<file path="config.mk">
export PLATFORM = sky130hd
export DESIGN_NAME = systolic_sched_3x3
export DESIGN_NICKNAME = d
export VERILOG_FILES = /design/src/rtl/systolic_sched_3x3.sv
export SDC_FILE = /design/constraint.sdc
export NUM_CORES = 1
export LEC_CHECK = 0
export BUFFER_PORTS_ARGS = -buffer_cell sky130_fd_sc_hd__buf_4
export CORE_MARGIN = 2
export CORE_UTILIZATION = 55
export DETAILED_ROUTE_END_ITERATION = 6
export PLACE_DENSITY = 0.74
export SLEW_MARGIN = 20
export SYNTH_ARGS = -nofsm -noshare
export SYNTH_HDL_FRONTEND = slang
export SYNTH_SLANG_ARGS = --single-unit
</file>
<file path="constraint.sdc">
create_clock -name CLK -period 3.7 [get_ports CLK]
set_clock_uncertainty 0.2 [all_clocks]
set_input_delay 0.185 -clock CLK [delete_from_list [all_inputs] [get_ports CLK]]
set_output_delay 0.185 -clock CLK [all_outputs]
set_load 0.02 [all_outputs]
</file>
<file path="src/rtl/systolic_sched_3x3.sv">
// Sequencer for a 3x3 output-stationary systolic MAC array: buffers A/B operands,
// clears the array, then streams skewed A rows west and B columns north.
module systolic_sched_3x3 #(
  parameter int DATAWIDTH = 8
) (
  input  logic                     CLK,
  input  logic                     RSTn,
  input  logic                     wr_en,
  input  logic                     wr_sel,
  input  logic [3:0]               wr_addr,
  input  logic [DATAWIDTH-1:0]     wr_data,
  input  logic                     start,
  output logic                     arr_rstn,
  output logic [3*DATAWIDTH-1:0]   a_west,
  output logic [3*DATAWIDTH-1:0]   b_north,
  output logic                     busy,
  output logic                     done,
  output logic                     result_valid
);

  typedef enum logic [1:0] {
    IDLE  = 2'd0,
    CLEAR = 2'd1,
    FEED  = 2'd2,
    DONE  = 2'd3
  } state_t;

  state_t               state_r;
  state_t               state_nx_s;
  logic [2:0]           t_r;
  logic [2:0]           t_nx_s;
  logic                 start_ok_s;
  logic                 wr_ok_s;
  logic [DATAWIDTH-1:0] a_buf_r [0:8];
  logic [DATAWIDTH-1:0] b_buf_r [0:8];
  logic [3*DATAWIDTH-1:0] a_west_nx_s;
  logic [3*DATAWIDTH-1:0] b_north_nx_s;

  // Next-state and feed-counter logic
  always_comb begin
    state_nx_s = state_r;
    t_nx_s     = t_r;
    start_ok_s = 1'b0;
    case (state_r)
      IDLE: begin
        if (start) begin
          state_nx_s = CLEAR;
          start_ok_s = 1'b1;
        end else begin
          state_nx_s = IDLE;
        end
      end
      CLEAR: begin
        state_nx_s = FEED;
        t_nx_s     = 3'd0;
      end
      FEED: begin
        if (t_r == 3'd6) begin
          state_nx_s = DONE;
        end else begin
          t_nx_s = t_r + 3'd1;
        end
      end
      DONE: begin
        state_nx_s = IDLE;
      end
      default: begin
        state_nx_s = IDLE;
        t_nx_s     = 3'd0;
      end
    endcase
  end

  assign wr_ok_s = wr_en && ((state_r == IDLE) || (state_r == DONE)) && (wr_addr <= 4'd8);

  // Edge data for the upcoming cycle: row i carries A[i][t-i], column j carries B[t-j][j]
  always_comb begin
    a_west_nx_s  = '0;
    b_north_nx_s = '0;
    if (state_nx_s == FEED) begin
      for (int i = 0; i < 3; i++) begin
        if ((t_nx_s >= 3'(i)) && (t_nx_s <= 3'(i + 2))) begin
          a_west_nx_s[i*DATAWIDTH +: DATAWIDTH]  = a_buf_r[4'(int'(t_nx_s) + 2*i)];
          b_north_nx_s[i*DATAWIDTH +: DATAWIDTH] = b_buf_r[4'(3*int'(t_nx_s) - 2*i)];
        end else begin
          a_west_nx_s[i*DATAWIDTH +: DATAWIDTH]  = '0;
          b_north_nx_s[i*DATAWIDTH +: DATAWIDTH] = '0;
        end
      end
    end else begin
      a_west_nx_s  = '0;
      b_north_nx_s = '0;
    end
  end

  // State register and registered outputs, all derived from the next state
  always_ff @(posedge CLK) begin
    if (!RSTn) begin
      state_r      <= IDLE;
      t_r          <= 3'd0;
      arr_rstn     <= 1'b0;
      a_west       <= '0;
      b_north      <= '0;
      busy         <= 1'b0;
      done         <= 1'b0;
      result_valid <= 1'b0;
    end else begin
      state_r  <= state_nx_s;
      t_r      <= t_nx_s;
      arr_rstn <= (state_nx_s != CLEAR);
      a_west   <= a_west_nx_s;
      b_north  <= b_north_nx_s;
      busy     <= (state_nx_s == CLEAR) || (state_nx_s == FEED);
      done     <= (state_nx_s == DONE);
      if (start_ok_s) begin
        result_valid <= 1'b0;
      end else if (state_nx_s == DONE) begin
        result_valid <= 1'b1;
      end else begin
        result_valid <= result_valid;
      end
    end
  end

  // Operand buffers; host writes land only while the array is not being fed
  always_ff @(posedge CLK) begin
    if (!RSTn) begin
      for (int k = 0; k < 9; k++) begin
        a_buf_r[k] <= '0;
        b_buf_r[k] <= '0;
      end
    end else if (wr_ok_s) begin
      if (wr_sel) begin
        b_buf_r[wr_addr] <= wr_data;
      end else begin
        a_buf_r[wr_addr] <= wr_data;
      end
    end else begin
      for (int k = 0; k < 9; k++) begin
        a_buf_r[k] <= a_buf_r[k];
        b_buf_r[k] <= b_buf_r[k];
      end
    end
  end

endmodule

</file>
==> results by group, run 1 <==
Timing
  • Post-layout min period: 3470 ps
  • Setup repair after global routing missed its margin: no
  • Tcrit/Tclk final: 93.9%
  • Final Hold Vio Count: 0
  • Relative slew margins: 44.1%
  • Worst Tran Pin Value: 835 ps
  • FMAX: 288 MHz
  • Max-slew violation count: 0
  • Setup TNS: 0 ps
  • # setup viols final: 0

Worst setup path
  • CP required: 3850 ps
  • Critical Path AT: 3620 ps
  • Crit Path Category: reg2reg
  • Startpoint types: flop
  • Worst R2R Setup Slack: 230 ps
  • Peak fanout along the critical path: 50
  • Critical Path End Type: flop

Routing
  • DRC errors left: 0
  • Routed Antenna Nets: 0
  • DR vias/cell: 5.82
  • Routed WL per cell: 20.8 um
  • Initial DRC count: 1345
  • First-pass iteration count of the detailed router: 5
  • Final wirelength: 38900 um
  • Routed vias: 10900

Clock tree
  • Worst-Skew Late Latency: 510 ps
  • CTS tree: yes
  • Clock root buffer: clkbuf_16
  • Worst-path clk slew: 60 ps
  • TritonCTS sink count: 313
  • CTS buffer count: 35
  • Post-CTS Setup Bufs: 0
  • H-tree depth: 2
  • Clock Path Buffers: 3

Yosys
  • Synth async-reset ratio: 0%
  • XOR/XNOR Fraction of Synth Area: 0.109%
  • Number of synthesized flops with an enable pin: 256
  • Largest family of logic cells by synthesized area: simple AND/OR/NAND/NOR gates
  • Ys flop type: edfxtp_1
  • Simple-Gate Fraction of Synth Area: 17.9%
  • Post-synthesis mux area share: 5.38%
  • YS warnings: 0
  • Synth Area in Compound Gates: 12.1%
  • Post-synthesis instance area: 14900 um2
  • Avg Cell Area, Syn: 11.4 um2
  • FF+latch count, synth: 313
  • Distinct cells, synth: 63
  • Sequential share of the synthesized area: 59.1%
  • Adder-cell area share of the yosys netlist: 0.972%
  • Post-synthesis cell count: 1305

Final layout
  • # nets final: 1531
  • Most common cell after layout, fill and taps aside: edfxtp_1
  • Fraction of layout cells with a size suffix above 1: 14.0%
  • Most frequent cells in the layout: edfxtp_1, nand2_1, and2_1, buf_4, conb_1
  • Layout area overhead: 17.4%
  • Fillcell total: 2071
  • Inserted Diodes: 0
  • Final std cells w/o fill: 1867
  • Finished Cell Area: 17500 um2

Status
  • Status: finished, final reports clean

Placement
  • Post-Place Cell Area: 16300 um2
  • PortBufs: 68
  • HPWL Detailed: 25600 um
  • Gp weighted congestion: 0.918
  • Inst Count DP: 1796

Global routing
  • Total Routing Usage GR: 27.9%
  • Vias in the first global route: 10700
  • First-pass GRT wire length: 60500 um
  • Antenna violations before repair: 2
  • Largest net degree at the start of global routing: 81
  • Total gr overflow: 0

Die
  • Row count: 60
  • Io pins: 69
  • DIE WIDTH: 169 um
  • Placeable Area: 26800 um2
  • Initial core utilization: 55.7%
  • Die area: 28500 um2
  • Die Ht: 169 um

Hold path
  • HP Class: in2reg

Flow run
  • Max Cap Viol: 0

Power
  • Pleak: 0.00702 uW
  • Maximum vdd drop: 0.360 mV
  • Power Dens Cells: 463 nW/um2
==> power by group <==
group	internal (uW)	switching, uW
sequential	3990	66.1
clock	2020	1350
combinational	240	455
total	6250	1870
==> path summary, 6_finish.rpt <==
kind,from,to,cells after the start
setup reg to reg,state_r[0]$_SDFF_PN0_,b_north[6]$_SDFF_PN0_,10
setup / recovery,state_r[0]$_SDFF_PN0_,b_north[6]$_SDFF_PN0_,10
hold reg to reg,a_buf_r[2][4]$_SDFFCE_PN0P_,a_west[4]$_SDFF_PN0_,2
hold / removal,wr_sel,a_buf_r[8][0]$_SDFFCE_PN0P_,3
==> timing repair <==
action	CTS	global route
pin swaps	0	1
hold endpoints to repair	121	0
endpoints found under the setup margin	2	17
hold buffers	11	0
resized for setup	1	4
==> final cells by class <==
type / count / area, um2 / share of cell area (%)
clock inverters: 10 / 100 / 0.571
multi-input cells: 988 / 5940 / 33.9
inverters: 26 / 101 / 0.578
clock buffers: 50 / 1000 / 5.73
flip-flops and latches: 313 / 8830 / 50.4
well taps: 341 / 427 / 2.43
repair buffers: 139 / 1130 / 6.47
==> cells by family after synthesis <==
logic type,after synthesis
AOI/OAI and AO/OA,248
muxes,76
DFF,313
other,1
adders and majority gates,11
buffers and inverters,115
and+or+nand+nor,540
xor gates and xnor gates,1
==> flip-flops by register name, indices dropped and copies added, names as in the netlist, 2 cells and up <==
name     flops
a_buf_r    128
b_buf_r    128
a_west      24
b_north     24
t_r          3
state_r      2
==> metal layers <==
layer | global-route usage, % | routed length (um) | vias up
li1 | - | - | 5043
met1 | 38.8 | 16100 | 5194
met2 | 43.7 | 18000 | 541
met3 | 6.36 | 3670 | 89
met4 | 8.85 | 1140 | 0
met5 | 0 | 0 | -
==> synth_stat cells (16+ instances only) <==
cell | n | area share, %
buf_2 | 28 | 0.94
inv_1 | 23 | 0.58
o211ai_1 | 44 | 2.2
o2111ai_1 | 16 | 0.94
and2_1 | 158 | 6.6
a21oi_1 | 74 | 2.5
o21ai_0 | 30 | 1.0
nor2_1 | 84 | 2.1
nor3_1 | 16 | 0.54
clkbuf_1 | 27 | 0.68
dfxtp_1 | 57 | 7.6
edfxtp_1 | 256 | 52
nand3_1 | 48 | 1.6
nand2_1 | 180 | 4.5
mux2i_1 | 72 | 4.8
o31ai_1 | 23 | 1.2
==> metrics by stage <==
step / hold WS (ps) / util (%) / setup WS (ps) / total power (uW)
2_1_floorplan: 79.0 / - / 6.37 / 4560
3_3_place_gp: 178 / 60.8 / 168 / 4780
3_5_place_dp: 180 / 60.8 / 16.7 / 4800
4_1_cts: 56.3 / 65.3 / 38.8 / 8130
5_1_grt: 78.8 / 65.4 / 14.0 / 8370
6_report: 69.3 / 65.4 / 225 / 8120
==> critical path, cell delays in order (launching register included) <==
cell and delay, ps:
dfxtp_1 330, inv_1 90, ha_4 360, nand2b_1 190, buf_4 300, o211a_4 460
buf_12 300, nor2_4 80, buf_4 190, a2111oi_2 550, o32ai_1 220
No activity file was read; power rests on OpenSTA's default activity.
==> run 2, diff against run 1 <==
CORE_MARGIN = default   (was 2)
HOLD_SLACK_MARGIN = 0.12   (was default)
==> run 2 against run 1 <==
Register-to-register slack is essentially flat. Clock power grew 2%. Utilization grew 1.3 points. Total power grew 0.86%. Setup slack gained 5.3 ps. Cell count grew 0.16%. Clock-buffer cell count shrank 2. Sequential cell count is the same. Sequential share of layout area shrank 0.12 points. Non-clock buffer count grew 6. Sequential power is essentially flat. Design area grew 0.24%. Critical path type unchanged. Largest power group unchanged.
==> results by group, run 2 (synthesis gave the netlist of run 1 again) <==
Timing
  • Max-slew violation count: 0 (unchanged)
  • Worst Tran Pin Value: 980 ps (was 835 ps)
  • Tcrit/Tclk final: 93.8% (was 93.9%)
  • FMAX: 288 MHz (about the same)
  • Worst setup margin: 231 ps (was 225 ps)
  • Post-layout min period: 3470 ps (about the same)
  • # setup viols final: 0 (unchanged)
  • Relative slew margins: 34.7% (was 44.1%)
  • Setup repair after global routing missed its margin: no (unchanged)
  • Final Hold Vio Count: 0 (unchanged)

Routing
  • DRC errors left: 0 (unchanged)
  • DR vias/cell: 5.88 (was 5.82)
  • Final wirelength: 39100 um (was 38900 um)
  • Initial DRC count: 1598 (was 1345)
  • Routed Antenna Nets: 0 (unchanged)
  • First-pass iteration count of the detailed router: 6 (was 5)
  • Routed vias: 11000 (was 10900)
  • Routed WL per cell: 20.9 um (was 20.8 um)

Die
  • Initial core utilization: 56.6% (was 55.7%)
  • Die area: 27800 um2 (was 28500 um2)
  • DIE WIDTH: 167 um (was 169 um)
  • Placeable Area: 26400 um2 (was 26800 um2)
  • Die Ht: 167 um (was 169 um)
  • Io pins: 69 (unchanged)
  • Row count: 59 (was 60)

Hold path
  • HP Class: in2reg (unchanged)

Clock tree
  • Clock root buffer: clkbuf_16 (unchanged)
  • Clock Path Buffers: 3 (unchanged)
  • Worst-Skew Late Latency: 520 ps (was 510 ps)
  • TritonCTS sink count: 313 (unchanged)
  • Worst-path clk slew: 70 ps (was 60 ps)
  • CTS tree: yes (unchanged)
  • CTS buffer count: 34 (was 35)
  • H-tree depth: 2 (unchanged)

Final layout
  • Fraction of layout cells with a size suffix above 1: 14.5% (was 14.0%)
  • # nets final: 1537 (was 1531)
  • Layout area overhead: 17.7% (was 17.4%)
  • Inserted Diodes: 0 (unchanged)
  • Most common cell after layout, fill and taps aside: edfxtp_1 (unchanged)
  • Most frequent cells in the layout: edfxtp_1, nand2_1, and2_1, buf_4, conb_1 (unchanged)
  • Biggest regs: a_buf_r: 128 flops, b_buf_r: 128 flops (unchanged)

Global routing
  • Total Routing Usage GR: 28.9% (was 27.9%)
  • First-pass GRT wire length: 61100 um (was 60500 um)
  • Antenna violations before repair: 1 (was 2)
  • Total gr overflow: 0 (unchanged)
  • Vias in the first global route: 10900 (was 10700)
  • Largest net degree at the start of global routing: 81 (unchanged)

Worst setup path
  • Register-to-Register Path Depth: 13 (was 10)
  • CP endpoint: b_north[1]$_SDFF_PN0_ (was b_north[6]$_SDFF_PN0_)
  • Peak fanout along the critical path: 18 (was 50)
  • Worst R2R Setup Slack: 230 ps (about the same)
  • Startpoint types: flop (unchanged)
  • Crit path from: t_r[0]$_SDFF_PN0_ (was state_r[0]$_SDFF_PN0_)
  • Critical Path End Type: flop (unchanged)
  • Critical Path AT: 3640 ps (was 3620 ps)
  • CP required: 3870 ps (was 3850 ps)
  • R2r startpoint: t_r[0]$_SDFF_PN0_ (was state_r[0]$_SDFF_PN0_)
  • RR Endpoint: b_north[1]$_SDFF_PN0_ (was b_north[6]$_SDFF_PN0_)
  • Crit Path Category: reg2reg (unchanged)

Status
  • Status: finished, final reports clean (unchanged)

Power
  • Pleak: 0.00705 uW (was 0.00702 uW)
  • Maximum vdd drop: 0.403 mV (was 0.360 mV)
  • PnR Total Power: 8190 uW (was 8120 uW)
  • Power Dens Cells: 466 nW/um2 (was 463 nW/um2)

Placement
  • Gp weighted congestion: 0.915 (was 0.918)
  • Post-Place Worst Slack: -68.3 ps (was 16.7 ps)
  • PortBufs: 68 (unchanged)
  • HPWL Detailed: 25900 um (was 25600 um)

Flow run
  • Max Cap Viol: 0 (unchanged)
==> run 2: cell types whose count changed in the layout (fill, tap and decap cells not counted), moves of 3 or more <==
cell | previous run | this run
inv_6 | 0 | 3
dlygate4sd3_1 | 11 | 14
buf_4 | 123 | 128
buf_12 | 5 | 2
clkbuf_8 | 3 | 6
clkbuf_16 | 37 | 34
==> run 2: worst min path at each step <==
stage | startpoint | end | slack [ps] | cells after the start
2_1_floorplan | start | result_valid$_SDFFE_PP0P_ | 80 | 1
3_3_place_gp | start | result_valid$_SDFFE_PP0P_ | 180 | 2
3_5_place_dp | start | result_valid$_SDFFE_PP0P_ | 180 | 2
4_1_cts | wr_addr[3] | a_buf_r[8][5]$_SDFFCE_PN0P_ | 200 | 4
5_1_grt | wr_addr[3] | a_buf_r[8][1]$_SDFFCE_PN0P_ | 220 | 4
6_report | wr_addr[3] | a_buf_r[8][6]$_SDFFCE_PN0P_ | 220 | 4
==> run 2: routing by layer <==
layer	global-route usage [%]	wire length, um	vias to the layer above
met5	0	0	-
met4	10.1	1200	0
met3	4.40	3330	81
met2	47.1	18400	579
met1	39.4	16200	5267
li1	-	-	5061
==> run 2: worst max-delay path, stage by stage (launching register included) <==
cell       delay, ps
dfxtp_1          330
inv_1             60
ha_1             240
and3b_1          200
o21ai_1          180
and2_1           190
clkinv_1         120
fa_1             430
buf_4            160
a2111oi_4        270
buf_4            210
nor2_4           130
a2111oi_2        430
o32ai_1          170
==> run 2: area by class of cell <==
| class | instances | area (um2) |
|---|---|---|
| Tap cell | 335 | 419 |
| Fill cell | 1978 | 8780 |
| Sequential cell | 313 | 8830 |
| Clock inverter | 14 | 175 |
| Multi-Input combinational cell | 989 | 5930 |
| Timing Repair Buffer | 145 | 1150 |
| Inverter | 26 | 101 |
| Clock buffer | 48 | 963 |
==> run 2: report_power, final <==
| part | leakage [uW] | internal (uW) | switching (uW) |
|---|---|---|---|
| clock network | 0.000551 | 2050 | 1400 |
| logic | 0.00346 | 242 | 451 |
| registers | 0.00304 | 3990 | 66.2 |
==> run 2: per-stage QoR <==
| stage | TNS (ps) | instances | util (%) | hold slack [ps] | cell area, um2 |
|---|---|---|---|---|---|
| 2_1_floorplan | 0 | 1416 | - | 79.0 | 15400 |
| 3_3_place_gp | 0 | 1792 | 61.7 | 182 | 16300 |
| 3_5_place_dp | -293 | 1792 | 61.7 | 180 | 16300 |
| 4_1_cts | -113 | 1869 | 66.6 | 199 | 17600 |
| 5_1_grt | 0 | 1870 | 66.7 | 216 | 17600 |
| 6_report | 0 | 1870 | 66.7 | 224 | 17600 |
==> run 2: what timing repair did <==
action	CTS	global route
pin swaps	1	1
hold buffers	14	0
cloned	1	0
resized for setup	3	3
buffers inserted	0	1
endpoints found under the hold margin	326	0
endpoints found under the setup margin	8	23
